`src/rtl/traffic_sensor_conditioner_pkg.sv`:
```
// Shared defaults and light encodings for the traffic light controller family.
// The conditioner and the controller both pull their common constants from here.
package traffic_sensor_conditioner_pkg;

    localparam int DEF_DEB_CYCLES   = 4;
    localparam int DEF_STUCK_CYCLES = 1000;

    typedef enum logic [1:0] {
        LIGHT_R = 2'd0,
        LIGHT_Y = 2'd1,
        LIGHT_G = 2'd2
    } light_e;

endpackage

```
`src/rtl/traffic_sensor_channel.sv`:
```
// One detector channel: 2-flop synchroniser, debounce, demand latch cleared by
// the green acknowledge, and a sticky stuck-high flag that forces demand.
module traffic_sensor_channel
    import traffic_sensor_conditioner_pkg::*;
#(
    parameter int DEB_CYCLES   = DEF_DEB_CYCLES,
    parameter int STUCK_CYCLES = DEF_STUCK_CYCLES
) (
    input  logic clk,
    input  logic reset,
    input  logic enable,
    input  logic raw,
    input  logic grant,
    output logic demand,
    output logic stuck
);

    localparam int DEB_W   = $clog2(DEB_CYCLES);
    localparam int STUCK_W = $clog2(STUCK_CYCLES + 1);
    localparam logic [DEB_W-1:0]   DEB_MAX   = DEB_W'(DEB_CYCLES - 1);
    localparam logic [STUCK_W-1:0] STUCK_MAX = STUCK_W'(STUCK_CYCLES);

    logic               sync1_q, sync1_d;
    logic               sync2_q, sync2_d;
    logic               deb_level_q, deb_level_d;
    logic [DEB_W-1:0]   deb_cnt_q, deb_cnt_d;
    logic [STUCK_W-1:0] stuck_cnt_q, stuck_cnt_d;
    logic               stuck_q, stuck_d;
    logic               req_q, req_d;

    always_comb begin
        sync1_d     = raw;
        sync2_d     = sync1_q;
        deb_level_d = deb_level_q;
        deb_cnt_d   = '0;
        stuck_cnt_d = stuck_cnt_q;
        stuck_d     = stuck_q;
        req_d       = req_q;

        // Count consecutive disagreeing samples; accept the new level on the last one.
        if (sync2_q != deb_level_q) begin
            if (deb_cnt_q == DEB_MAX) begin
                deb_level_d = ~deb_level_q;
                deb_cnt_d   = '0;
            end else begin
                deb_cnt_d = deb_cnt_q + DEB_W'(1);
            end
        end

        if (!deb_level_q) begin
            stuck_cnt_d = '0;
        end else if (enable && (stuck_cnt_q != STUCK_MAX)) begin
            stuck_cnt_d = stuck_cnt_q + STUCK_W'(1);
        end
        stuck_d = stuck_q | (stuck_cnt_d == STUCK_MAX);

        // A stuck detector keeps demanding so the road is never starved.
        if (!enable) begin
            req_d = 1'b0;
        end else if (stuck_q) begin
            req_d = 1'b1;
        end else if (grant) begin
            req_d = 1'b0;
        end else begin
            req_d = req_q | deb_level_q;
        end
    end

    always_ff @(posedge clk or negedge reset) begin
        if (!reset) begin
            sync1_q     <= 1'b0;
            sync2_q     <= 1'b0;
            deb_level_q <= 1'b0;
            deb_cnt_q   <= '0;
            stuck_cnt_q <= '0;
            stuck_q     <= 1'b0;
            req_q       <= 1'b0;
        end else begin
            sync1_q     <= sync1_d;
            sync2_q     <= sync2_d;
            deb_level_q <= deb_level_d;
            deb_cnt_q   <= deb_cnt_d;
            stuck_cnt_q <= stuck_cnt_d;
            stuck_q     <= stuck_d;
            req_q       <= req_d;
        end
    end

    assign demand = req_q;
    assign stuck  = stuck_q;

endmodule

```
`src/rtl/traffic_sensor_conditioner.sv`:
```
// Conditions raw road A/B detectors into registered demands Sa/Sb for the
// traffic light controller; two independent channels, no logic at this level.
module traffic_sensor_conditioner
    import traffic_sensor_conditioner_pkg::*;
#(
    parameter int DEB_CYCLES   = DEF_DEB_CYCLES,
    parameter int STUCK_CYCLES = DEF_STUCK_CYCLES
) (
    input  logic clk,
    input  logic reset,
    input  logic enable,
    input  logic sa_raw,
    input  logic sb_raw,
    input  logic G_a,
    input  logic G_b,
    output logic Sa,
    output logic Sb,
    output logic stuck_a,
    output logic stuck_b
);

    traffic_sensor_channel #(
        .DEB_CYCLES   (DEB_CYCLES),
        .STUCK_CYCLES (STUCK_CYCLES)
    ) u_chan_a (
        .clk    (clk),
        .reset  (reset),
        .enable (enable),
        .raw    (sa_raw),
        .grant  (G_a),
        .demand (Sa),
        .stuck  (stuck_a)
    );

    traffic_sensor_channel #(
        .DEB_CYCLES   (DEB_CYCLES),
        .STUCK_CYCLES (STUCK_CYCLES)
    ) u_chan_b (
        .clk    (clk),
        .reset  (reset),
        .enable (enable),
        .raw    (sb_raw),
        .grant  (G_b),
        .demand (Sb),
        .stuck  (stuck_b)
    );

endmodule

```
`config.mk`:
```
export PLATFORM = sky130hd
export DESIGN_NAME = traffic_sensor_conditioner
export DESIGN_NICKNAME = d
export VERILOG_FILES = /design/src/rtl/traffic_sensor_conditioner_pkg.sv /design/src/rtl/traffic_sensor_channel.sv /design/src/rtl/traffic_sensor_conditioner.sv
export SDC_FILE = /design/constraint.sdc
export NUM_CORES = 1
export LEC_CHECK = 0
export BUFFER_PORTS_ARGS = -buffer_cell sky130_fd_sc_hd__buf_2
export CAP_MARGIN = 20
export CORE_ASPECT_RATIO = 0.5
export CORE_MARGIN = 2
export CORE_UTILIZATION = 43
export CTS_BUF_LIST = sky130_fd_sc_hd__clkbuf_4 sky130_fd_sc_hd__clkbuf_8
export CTS_CLUSTER_SIZE = 16
export DETAILED_ROUTE_END_ITERATION = 8
export PLACE_DENSITY_LB_ADDON = 0.08
export SYNTH_ARGS = -nofsm -noshare
export SYNTH_HDL_FRONTEND = slang
export SYNTH_SLANG_ARGS = --single-unit
```
`constraint.sdc`:
```
create_clock -name clk -period 4 [get_ports clk]
set_clock_uncertainty 0.1 [all_clocks]
set_input_delay 0.4 -clock clk [delete_from_list [all_inputs] [get_ports clk]]
set_output_delay 0.4 -clock clk [all_outputs]
set_load 0.1 [all_outputs]
```
-- Word level (Yosys, flattened, before mapping)
Index checks and enable logic that the tools add are counted.
- equality and inequality tests: 8
- multipliers: 0
- magnitude comparators: 0
- muxes and demuxes: 14
- div/mod/pow operators: 0
- bitwise operators: 6
- add/subtract/negate cells: 4
- reduce and logical (&&, ||, !) cells: 4
- shift operators: 0
- operators by type and width (cell ; count):
    10-bit two-way mux ; 4
    10-bit by 1-bit adder with 10-bit output (second input constant) ; 2
    10-bit == test (second input constant) ; 2
    10-bit inequality test (second input constant) ; 2
    2-bit two-way mux ; 4
    1-bit two-way mux ; 6
    2-bit by 1-bit adder with 2-bit output (second input constant) ; 2
    2-bit == test (second input constant) ; 2
    1-bit OR ; 4
    2-bit AND reduction ; 2
    1-bit logical AND ; 2
    1-bit inequality test ; 2
    1-bit inverter ; 2
- bits in latches: 0
- memory bits (writable): 0
- memories: 0
- bits in read-only memories: 0
- bits of input ports: 7
- output and inout port bits: 4
- logic and storage cells: 50
- flip-flop bits (word level): 34

-- Logic depth before layout (Yosys ltp)
Gate-level depths: netlist of run 1.
- depth after elaboration: 6
- mapped depth: 8
- mapped depth without buffers: 7

-- Cells and area by module
A second synthesis of run 1 with hierarchy kept.
- cells, all modules: 157
- area, all modules: 1745.4 sq um
- by module, submodules not included (module ; times used ; sequential area each (sq um) ; cells each ; area each (sq um)):
    traffic_sensor_channel at u_chan_a ; 1 ; 425.4 ; 82 ; 913.4
    traffic_sensor_channel at u_chan_b ; 1 ; 425.4 ; 75 ; 832.0

-- Worst setup path after synthesis of run 1
Ideal clock, no wire load.
- path type: flip-flop to flip-flop
- from: reg u_chan_b.stuck_cnt_q[0]
- to: reg u_chan_b.stuck_q, in the netlist u_chan_b.stuck
- arrival time: 1.794 ns
- slack: 2.034 ns
- buffers on the path: 1
- required time: 3.827 ns
- stages on the path, launching flop included: 9
- path through: dfrtp_1 -> clkbuf_1 -> inv_1 -> ha_1 -> nand3b_1 -> or4_1 -> and3_4 -> and4bb_1 -> a41o_1
- cells in the longest elaborated chain, start to end: 6
- elaborated cells between the ends (all ways): 7
- RTL lines (item ; RTL line ; source):
    start, declared ; traffic_sensor_channel.sv:27 ; logic [STUCK_W-1:0] stuck_cnt_q, stuck_cnt_d;
    start signal, assigned ; traffic_sensor_channel.sv:83 ; stuck_cnt_q <= stuck_cnt_d;
    branches (longest 2 deep; another with 10-bit by 1-bit adder with 10-bit output) ; -- ;
    10-bit two-way mux (*) ; traffic_sensor_channel.sv:52 ; end else if (enable && (stuck_cnt_q != STUCK_MAX)) begin
    10-bit two-way mux (*) ; traffic_sensor_channel.sv:50 ; if (!deb_level_q) begin
    named net u_chan_b.stuck_cnt_d[2] ; traffic_sensor_channel.sv:27 ;
    10-bit == test (*) ; traffic_sensor_channel.sv:55 ; stuck_d = stuck_q | (stuck_cnt_d == STUCK_MAX);
    1-bit OR (*) ; traffic_sensor_channel.sv:55 ;
    named net u_chan_b.stuck_d ; traffic_sensor_channel.sv:28 ; logic stuck_q, stuck_d;
    end signal, assigned ; traffic_sensor_channel.sv:84 ; stuck_q <= stuck_d;
    end, declared ; traffic_sensor_channel.sv:28 ;
Mark *: on every way through the listed nets, which the timed path passes.
A chain may end at the register's enable or synchronous reset.

-- Worst setup path after layout of run 1
- from: reg u_chan_a.stuck_cnt_q[0]
- to: reg u_chan_a.stuck_q, in the netlist u_chan_a.stuck
- cells in the longest elaborated chain, start to end: 6
- elaborated cells between the ends (all ways): 7
- RTL lines (item ; RTL line):
    start, declared ; traffic_sensor_channel.sv:27
    start signal, assigned ; traffic_sensor_channel.sv:83
    branches (longest 2 deep; another with 10-bit by 1-bit adder with 10-bit output) ; --
    10-bit two-way mux (*) ; traffic_sensor_channel.sv:52
    10-bit two-way mux (*) ; traffic_sensor_channel.sv:50
    10-bit == test (*) ; traffic_sensor_channel.sv:55
    1-bit OR (*) ; traffic_sensor_channel.sv:55
    named net u_chan_a.stuck_d ; traffic_sensor_channel.sv:28
    end signal, assigned ; traffic_sensor_channel.sv:84
    end, declared ; traffic_sensor_channel.sv:28
Marks and branches as above.

==> metrics.cfg, run 1 <==
[run_status]
run_status = finished clean

[synthesis]
yosysSeqAreaShare_pct = 47.7
syn_area_um2 = 1780
syn_inst = 163
synth_nets = 176
yosys_register_bits = 34
synth_top_area_share_pct = 47.7
synth_area_leader_cell = dfrtp_1
synthTopCellsByArea = dfrtp_1, xnor2_1, ha_1, and2_1, xor2_1
syn_avg_cell_area_um2 = 10.9
ys_warn_count = 0
ys_types = 38

[route]
drc = 0
drt_iter0_drc = 35
via_count = 1187
wl_per_cell_um = 12.9
wirelength_mm = 2.97
final_antenna_net_count = 0
via_per_inst = 5.16
dr.pass1.iters = 4

[power_and_ir_drop]
switching_share_pct = 31.0
p_total_uw = 961
power_frac_seq_pct = 49.1
p_per_area_nw_per_um2 = 487
total_leakage_power_uw = 0.000881
p_int_uw = 663
p_comb_share_pct = 20.9
clkPwrFrac_pct = 30.0
p_switching_uw = 298
irDropWorstVdd_uv = 246

[grt]
grt.overflow.total = 0
grt_max_degree = 35
gr-usage-all-layers_pct = 14.9
first_global_vias = 1181
antenna_found_initial = 0
grt_first_pass_wirelength_mm = 5.33

[timing]
holdWs_ns = 0.0895
rsz0062_at_grt = false
worst_pin_slew_ns = 0.744
period_minus_slack_ns = 2.04
setup_tns_ns = 0
fin_crit_sh_pct = 51.0
final-max-slew-violation-count = 0
setup_violations = 0
max_freq_mhz = 491
final_hold_viol_count = 0
slew_headroom_pct = 50.4

[clock_tree]
cts_root_buf = clkbuf_8
cts_tree = yes
cts_buffer_depth = 2
cts_sinks = 34
cts.clk_slew.worst_paths_ns = 0.07
post_cts_resized = 0
ctsHoldBuffers = 0
clk_latency_ns = 0.27
cts_buffers = 5
postCtsSetupBuffers = 0
htree_levels = 2

[floorplan]
die_w_um = 95.1
dieArea_um2 = 4710
core_area_um2 = 3940
die_y_um = 49.6
initial_core_util_pct = 45.2
rows = 16
ios = 11

[layout]
fillCellCount = 340
final_core_util_pct = 50.1
syn2layout_area_growth_pct = 10.7
fin_nets = 188
layout.cells.most_common = dfrtp_1
multi_input_area_um2 = 881
final_layout_size_suffix_gt1_share_pct = 19.3
seqCellArea_um2 = 851
most-common-layout-cells = dfrtp_1, nand2_1, nor2_1, and2_1, buf_2
antennaDiodeCount = 0

[critical_path]
worst-path-max-fanout = 8
cp.arrival_ns = 2.10
cp-start-kind = flip-flop
critPathKind = reg2reg
cp_data_required_time_ns = 4.06
endpoint_kind = flip-flop

[placed_design]
dp_hpwl_mm = 2.11
routabilityCongestion = 0.762
port_buffers = 10

[worst_hold_path]
hold_class = in2async

[run]
max-cap-violations = 0

[registers in the layout, summed over array words and instances, names as in the netlist]
signal / flops
u_chan_b.stuck: 1
u_chan_a.sync2_q: 1
u_chan_a.sync1_q: 1
u_chan_b.demand: 1
u_chan_a.stuck: 1
u_chan_b.sync2_q: 1
u_chan_b.sync1_q: 1
u_chan_b.deb_cnt_q: 2
u_chan_a.demand: 1
u_chan_a.deb_level_q: 1
u_chan_a.stuck_cnt_q: 10
u_chan_b.stuck_cnt_q: 10
u_chan_a.deb_cnt_q: 2
u_chan_b.deb_level_q: 1
[cells by family (layout without fill, tap and decap cells)]
logic type      Yosys count  count (layout)  synth area share, %
xor+xnor                 16              16                 7.85
compound gates           22              22                 9.47
buf+inv                   9              22                 2.95
mux                       6               6                 3.51
fa+ha+maj                 6               6                 4.21
flops                    34              34                 47.7
simple gates             70              70                 24.3
[Yosys cell counts (all sizes together)]
cell / n
clkbuf: 2
or3: 4
and2: 13
or4: 2
and4bb: 2
nand2: 12
and3: 2
nor2: 12
mux2: 2
a21o: 2
or2: 2
o21a: 2
o41ai: 2
o21bai: 2
nand2b: 2
nor3b: 1
nand4: 6
nor3: 3
a21boi: 4
inv: 4
xor2: 7
mux2i: 4
or3b: 2
a21oi: 4
ha: 6
xnor2: 9
o21ai: 4
nand4b: 2
nand3b: 2
buf: 3
a41o: 2
dfrtp: 34
nor2b: 3
[critical path, cell delays in order (launching register included)]
cell	delay, ns
dfrtp_1	0.46
inv_1	0.12
ha_1	0.15
nand3b_1	0.10
o41ai_2	0.43
mux2i_1	0.28
a21oi_1	0.07
a41o_1	0.22
[metrics by stage]
step           worst slack (ns)  cell area [um^2]  cells
6_report                   1.96              1970    230
5_1_grt                    1.83              1970    230
4_1_cts                    1.95              1970    230
3_5_place_dp               1.97              1860    222
3_3_place_gp               1.96              1860    222
2_1_floorplan              2.03              1780    163
[worst paths after layout]
check	from	endpoint	slack, ns	depth (start not counted)
min in group clk	sb_raw	u_chan_b.sync1_q	0.13	1
hold reg to reg	u_chan_a.sync1_q	u_chan_a.sync2_q	0.25	0
setup / recovery	u_chan_a.stuck_cnt_q[0]	u_chan_a.stuck	1.96	7
setup reg to reg	u_chan_a.stuck_cnt_q[0]	u_chan_a.stuck	1.96	7
hold / removal	reset	u_chan_a.stuck_cnt_q[7]	0.09	1
max in group asynchronous	reset	u_chan_b.sync1_q	3.23	1
[power groups by stage]
stage	Clock [uW]	Sequential, uW	Combinational, uW
after global placement	0	482	200
after floorplan	0	455	196
final	288	472	201
after detailed placement	0	480	204
after global routing	319	488	227
after CTS	300	474	205
[cell type report]
type                            count  area share, %
Clock buffer                        8           5.58
Sequential cell                    34           43.1
Inverter                            4          0.760
Multi-Input combinational cell    120           44.6
Tap cell                           54           3.42
Timing Repair Buffer               10           2.53
[layer usage]
metal / wire length (um) / global-route usage, % / up-vias
met3: 94 / 5.20 / 4
li1: - / - / 593
met4: 29 / 4.35 / 0
met2: 1370 / 23.1 / 9
met1: 1480 / 19.7 / 581
met5: 0 / 0 / -
Note: power is estimated with default switching activity, not from simulation.
==> inputs of run 2 (changes only) <==
==> constraint.sdc (replaced) <==
create_clock -name clk -period 2.01 [get_ports clk]
set_clock_uncertainty 0.1 [all_clocks]
set_input_delay 0.201 -clock clk [delete_from_list [all_inputs] [get_ports clk]]
set_output_delay 0.201 -clock clk [all_outputs]
set_load 0.1 [all_outputs]
==> run 2 against run 1 <==
Worst hold slack improved by 0.036 ns. Setup slack got worse by 1.9 ns. Clock power increased by 72%. Utilization increased by 2.2 points. Maximum frequency increased by 6.2%. Power increased by 100%. Critical path depth unchanged.
==> metrics.cfg, run 2 (synthesis gave the netlist of run 1 again) <==
[clock_tree]
cts_sinks = 34  ; unchanged
cts_buffer_depth = 2  ; unchanged
clk_latency_ns = 0.28  ; about the same
cts_buffers = 5  ; unchanged
cts_root_buf = clkbuf_8
cts.clk_slew.worst_paths_ns = 0.07  ; about the same
cts_tree = yes
htree_levels = 2  ; unchanged

[floorplan]
ios = 11  ; unchanged
die_y_um = 49.6  ; unchanged
initial_core_util_pct = 45.2  ; unchanged
dieArea_um2 = 4710  ; unchanged
core_area_um2 = 3940  ; unchanged
die_w_um = 95.1  ; unchanged
rows = 16  ; unchanged

[grt]
grt_max_degree = 35  ; unchanged
first_global_vias = 1202  ; +1.8%
grt_first_pass_wirelength_mm = 5.62  ; +5.3%
grt.overflow.total = 0  ; unchanged
gr-usage-all-layers_pct = 15.7  ; +0.85 points
antenna_found_initial = 0  ; unchanged

[route]
drt-met1-wl_mm = 1.63  ; +11%
drt_iter0_drc = 33  ; -5.7%
final_antenna_net_count = 0  ; unchanged
via_per_inst = 5.02  ; -2.8%
top_layer_used = met4
wirelength_mm = 3.14  ; +5.8%
dr.pass1.iters = 4  ; unchanged
wl_per_cell_um = 13.0  ; +0.55%
via_count = 1214  ; +2.3%
drc = 0  ; unchanged
wl_met3_um = 78  ; -17%
dr_wl_met2_mm = 1.43  ; +4.2%

[timing]
slew_headroom_pct = 49.6  ; -0.85 points
max_freq_mhz = 521  ; +6.2%
fin_crit_sh_pct = 95.4  ; +44 points
setup_tns_ns = 0  ; unchanged
setup_violations = 0  ; unchanged
rsz0062_at_grt = false
final-max-slew-violation-count = 0  ; unchanged
worst_pin_slew_ns = 0.757  ; +0.0127 ns
final_hold_viol_count = 0  ; unchanged
period_minus_slack_ns = 1.92  ; -0.120 ns

[layout]
final_layout_size_suffix_gt1_share_pct = 23.9  ; +4.6 points
most-common-layout-cells = dfrtp_1, nand2_1, nor2_1, and2_1, buf_4
multi_input_area_um2 = 881  ; unchanged
layout.cells.most_common = dfrtp_1
fillCellCount = 356  ; +4.7%
fin_cells = 242  ; +5.2%
reg_top3 = u_chan_a.stuck_cnt_q (10), u_chan_b.stuck_cnt_q (10)
seqCellArea_um2 = 851  ; unchanged
antennaDiodeCount = 0  ; unchanged
syn2layout_area_growth_pct = 15.4
fin_nets = 202  ; +7.4%

[power_and_ir_drop]
p_per_area_nw_per_um2 = 934  ; +92%
irDropWorstVdd_uv = 586  ; +140%
total_leakage_power_uw = 0.000934  ; +5.9%

[critical_path]
cp-start-kind = flip-flop
r2r_cells = 7  ; unchanged
critPathKind = reg2reg
cp.arrival_ns = 2.04  ; -0.06 ns
endpoint_kind = flip-flop
worst-path-max-fanout = 3  ; -5
cp_data_required_time_ns = 2.13  ; -1.93 ns

[worst_hold_path]
hold_class = in2reg
whs_path_depth = 3

[placed_design]
dp_hpwl_mm = 2.25  ; +6.8%
port_buffers = 10  ; unchanged
routabilityCongestion = 0.724  ; -5.0%
dpl.cell_count = 233  ; +5.0%

[run_status]
run_status = finished clean

[run]
max-cap-violations = 0  ; unchanged

[run 2: final cells by class]
type | instances | share of cell area [%]
sequential | 34 | 41.3
inverter | 4 | 0.729
tap | 54 | 3.28
multi-input combinational | 120 | 42.8
timing repair buffer | 24 | 7.90
clock buffer | 6 | 4.01
[run 2: worst paths after layout]
kind	start	to	slack [ns]
min in group asynchronous	reset	u_chan_a.stuck_cnt_q[7]	0.43
worst max register to register	u_chan_b.stuck_cnt_q[0]	u_chan_b.stuck	0.09
worst max-delay path	u_chan_b.stuck_cnt_q[0]	u_chan_b.stuck	0.09
max in group asynchronous	reset	u_chan_b.demand	0.90
worst min-delay path	G_b	u_chan_b.demand	0.13
worst min register to register	u_chan_b.sync1_q	u_chan_b.sync2_q	0.25
[run 2: through the flow]
stage	power (uW)	hold WS [ns]	cell area (um^2)	util, %	setup slack, ns
2_1_floorplan	1300	-0.195	1780	-	0.0436
3_3_place_gp	1420	0.209	1950	49.4	0.0733
3_5_place_dp	1440	0.211	1950	49.4	0.0854
4_1_cts	1960	0.114	2060	52.2	0.0601
5_1_grt	2070	0.118	2060	52.2	0.0103
6_report	1920	0.125	2060	52.2	0.0916
[run 2: repair_timing]
item | CTS | global route
buffers inserted | 0 | 0
hold buffers | 3 | 0
setup endpoints to repair | 0 | 2
endpoints found under the hold margin | 36 | 0
resized for setup | 0 | 2
[run 2: critical path, stage by stage, from the launching register on]
cell and delay, ns:
dfrtp_1 0.41, inv_2 0.06, ha_1 0.15, nand3b_1 0.10, or4_1 0.40, and3_4 0.18
and4bb_1 0.27, a41o_1 0.18
[run 2: power breakdown]
part | switching, uW | total, uW | internal [uW]
clock network | 231 | 496 | 264
logic | 264 | 518 | 254
registers | 128 | 909 | 782
[run 2: per-layer routing]
layer / global-route usage [%] / vias up
met5: 0 / -
met4: 3.62 / 0
met3: 5.50 / 2
met2: 25.1 / 7
met1: 20.6 / 586
li1: - / 619
==> inputs of run 3 (changes only) <==
--- a/config.mk
+++ b/config.mk
@@ -7,7 +7,6 @@
 export LEC_CHECK = 0
 export BUFFER_PORTS_ARGS = -buffer_cell sky130_fd_sc_hd__buf_2
 export CAP_MARGIN = 20
-export CORE_ASPECT_RATIO = 0.5
 export CORE_MARGIN = 2
 export CORE_UTILIZATION = 43
 export CTS_BUF_LIST = sky130_fd_sc_hd__clkbuf_4 sky130_fd_sc_hd__clkbuf_8
==> constraint.sdc (replaced) <==
create_clock -name clk -period 1.8 [get_ports clk]
set_clock_uncertainty 0.1 [all_clocks]
set_input_delay 0.18 -clock clk [delete_from_list [all_inputs] [get_ports clk]]
set_output_delay 0.18 -clock clk [all_outputs]
set_load 0.1 [all_outputs]
==> run 3 against run 2 <==
The flow now finishes with violations (negative setup slack). Wire length is 19% higher. Sequential power grew 9.6%. Sequential share of layout area is 4.5 points lower. Setup slack got worse by 0.22 ns.
==> metrics.cfg, run 3 (synthesis gave the netlist of run 1 again) <==
[timing]
final-max-slew-violation-count = 0  ; unchanged
setup_violations = 2  ; +2
period_minus_slack_ns = 1.92  ; +0.00592 ns
fin_crit_sh_pct = 107  ; +11 points
worst_pin_slew_ns = 0.487  ; -0.270 ns
max_freq_mhz = 520  ; -0.31%
final_hold_viol_count = 0  ; unchanged
rsz0062_at_grt = true
slew_headroom_pct = 67.8  ; +18 points
setup_tns_ns = -0.248  ; -0.248 ns
layout_setup_ws_ns = -0.124  ; -0.216 ns

[placed_design]
routabilityCongestion = 0.870  ; +20%
dpl.cell_count = 246  ; +5.6%
dp_hpwl_mm = 2.67  ; +19%
port_buffers = 10  ; unchanged
place_ws_ns = -0.152  ; -0.237 ns

[route]
wirelength_mm = 3.74  ; +19%
final_antenna_net_count = 0  ; unchanged
drt_iter0_drc = 40  ; +21%
dr.pass1.iters = 4  ; unchanged
via_per_inst = 5.13  ; +2.2%
wl_per_cell_um = 14.3  ; +9.8%
via_count = 1343  ; +11%
drc = 0  ; unchanged

[power_and_ir_drop]
switching_share_pct = 30.2  ; -2.3 points
p_int_uw = 1750  ; +35%
p_switching_uw = 756  ; +21%
p_total_uw = 2510  ; +30%
p_per_area_nw_per_um2 = 1080  ; +16%
power_frac_seq_pct = 39.8  ; -7.5 points
total_leakage_power_uw = 0.00110  ; +18%
irDropWorstVdd_uv = 610  ; +4.2%
clkPwrFrac_pct = 28.1  ; +2.3 points
p_comb_share_pct = 32.1  ; +5.2 points

[critical_path]
r2r_cells = 7  ; unchanged
crit_family = simple AND/OR/NAND/NOR gates
worstSetupPathDepth = 7  ; unchanged
path_cells = inv_2, ha_4, nand3b_1, or4_1, and3_4, and4bb_1, a41o_1
cp.arrival_ns = 2.05  ; about the same
worst-path-max-fanout = 4  ; +1
slowest_delay_ns = 0.42  ; about the same
cp_data_required_time_ns = 1.92  ; -0.21 ns
cp-start-kind = flip-flop
path_buf_inv = 1  ; unchanged
endpoint_kind = flip-flop
cp_slowest_cell = dfrtp_1
critPathKind = reg2reg

[layout]
fin_nets = 225  ; +11%
final_core_util_pct = 57.8  ; +5.6 points
multi_input_area_um2 = 936  ; +6.3%
antennaDiodeCount = 0  ; unchanged
syn2layout_area_growth_pct = 29.6
seqCellArea_um2 = 851  ; unchanged
most-common-layout-cells = buf_4, dfrtp_1, nand2_1, nor2_1, and2_1
fin_cells = 262  ; +8.3%
reg_top3 = u_chan_a.stuck_cnt_q (10), u_chan_b.stuck_cnt_q (10)
final_layout_size_suffix_gt1_share_pct = 34.9  ; +11 points
fillCellCount = 327  ; -8.1%

[clock_tree]
cts.clk_slew.worst_paths_ns = 0.07  ; about the same
cts_root_buf = clkbuf_8
cts_buffer_depth = 2  ; unchanged
clk_latency_ns = 0.28  ; about the same
cts_sinks = 34  ; unchanged
cts_buffers = 5  ; unchanged
htree_levels = 2  ; unchanged
cts_tree = yes

[floorplan]
die_y_um = 68.4  ; +38%
dieArea_um2 = 4680  ; -0.67%
rows = 23  ; +7
core_area_um2 = 4000  ; +1.4%
ios = 11  ; unchanged
initial_core_util_pct = 44.6  ; -0.64 points
die_w_um = 68.4  ; -28%

[grt]
grtUsageMet2_pct = 31.9  ; +6.7 points
gr-usage-all-layers_pct = 18.5  ; +2.8 points
grt.overflow.total = 0  ; unchanged
grt_first_pass_wirelength_mm = 6.15  ; +9.6%
gr-usage-met3_pct = 5.43  ; -0.077 points
grt_use_met1_pct = 21.4  ; +0.81 points
grt_max_degree = 35  ; unchanged
first_global_vias = 1336  ; +11%
busiest_layer = met2
antenna_found_initial = 0  ; unchanged

[worst_hold_path]
hold_class = in2reg
whs_path_depth = 3  ; unchanged

[run_status]
run_status = finished, violations left
violations = negative setup slack

[run]
max-cap-violations = 0  ; unchanged

-- run 3: layout make-up --
cell class	count	share of cell area [%]
multi-input combinational	120	40.5
sequential	34	36.8
timing repair buffer	47	14.5
clock buffer	6	3.57
tap	50	2.71
clock inverter	1	1.30
inverter	4	0.649
-- run 3: power by group through the flow --
stage | Clock (uW) | Sequential (uW) | Combinational (uW)
floorplan | 0 | 1010 | 479
global placement | 0 | 1000 | 660
detailed placement | 0 | 1010 | 687
CTS | 730 | 998 | 782
global route | 760 | 1020 | 904
finish | 704 | 996 | 805
-- run 3: stage by stage --
stage / instance area (um^2) / hold slack, ns
2_1_floorplan: 1800 / -0.216
3_3_place_gp: 2070 / 0.136
3_5_place_dp: 2070 / 0.136
4_1_cts: 2280 / 0.0872
5_1_grt: 2310 / 0.0971
6_report: 2310 / 0.0969
-- run 3: path summary, 6_finish.rpt --
| check | start | end | slack (ns) |
|---|---|---|---|
| worst min register to register | u_chan_a.sync1_q | u_chan_a.sync2_q | 0.25 |
| min in group asynchronous | reset | u_chan_b.stuck_cnt_q[7] | 0.36 |
| worst min-delay path | G_b | u_chan_b.demand | 0.1 |
| worst max-delay path | u_chan_b.stuck_cnt_q[0] | u_chan_b.stuck | -0.12 |
| worst max register to register | u_chan_b.stuck_cnt_q[0] | u_chan_b.stuck | -0.12 |
| max in group asynchronous | reset | u_chan_a.deb_cnt_q[0] | 0.93 |
-- run 3: metal layers --
metal | vias to the layer above | part of all wire [%]
met5 | - | 0
met4 | 0 | 1.6
met3 | 8 | 3.2
met2 | 23 | 52
li1 | 662 | -
met1 | 650 | 43
-- run 3: tightest hold or removal path: stages --
cell and delay (ns):
buf_2 0.07, nor2_1 0.04, o21a_1 0.15
-- run 3: repair_timing --
item / 4_1_cts / 5_1_grt
setup buffers: 5 / 1
pin swaps: 1 / 0
hold buffers: 3 / 0
endpoints found under the hold margin: 36 / 0
endpoints found under the setup margin: 5 / 8
resized for setup: 4 / 4
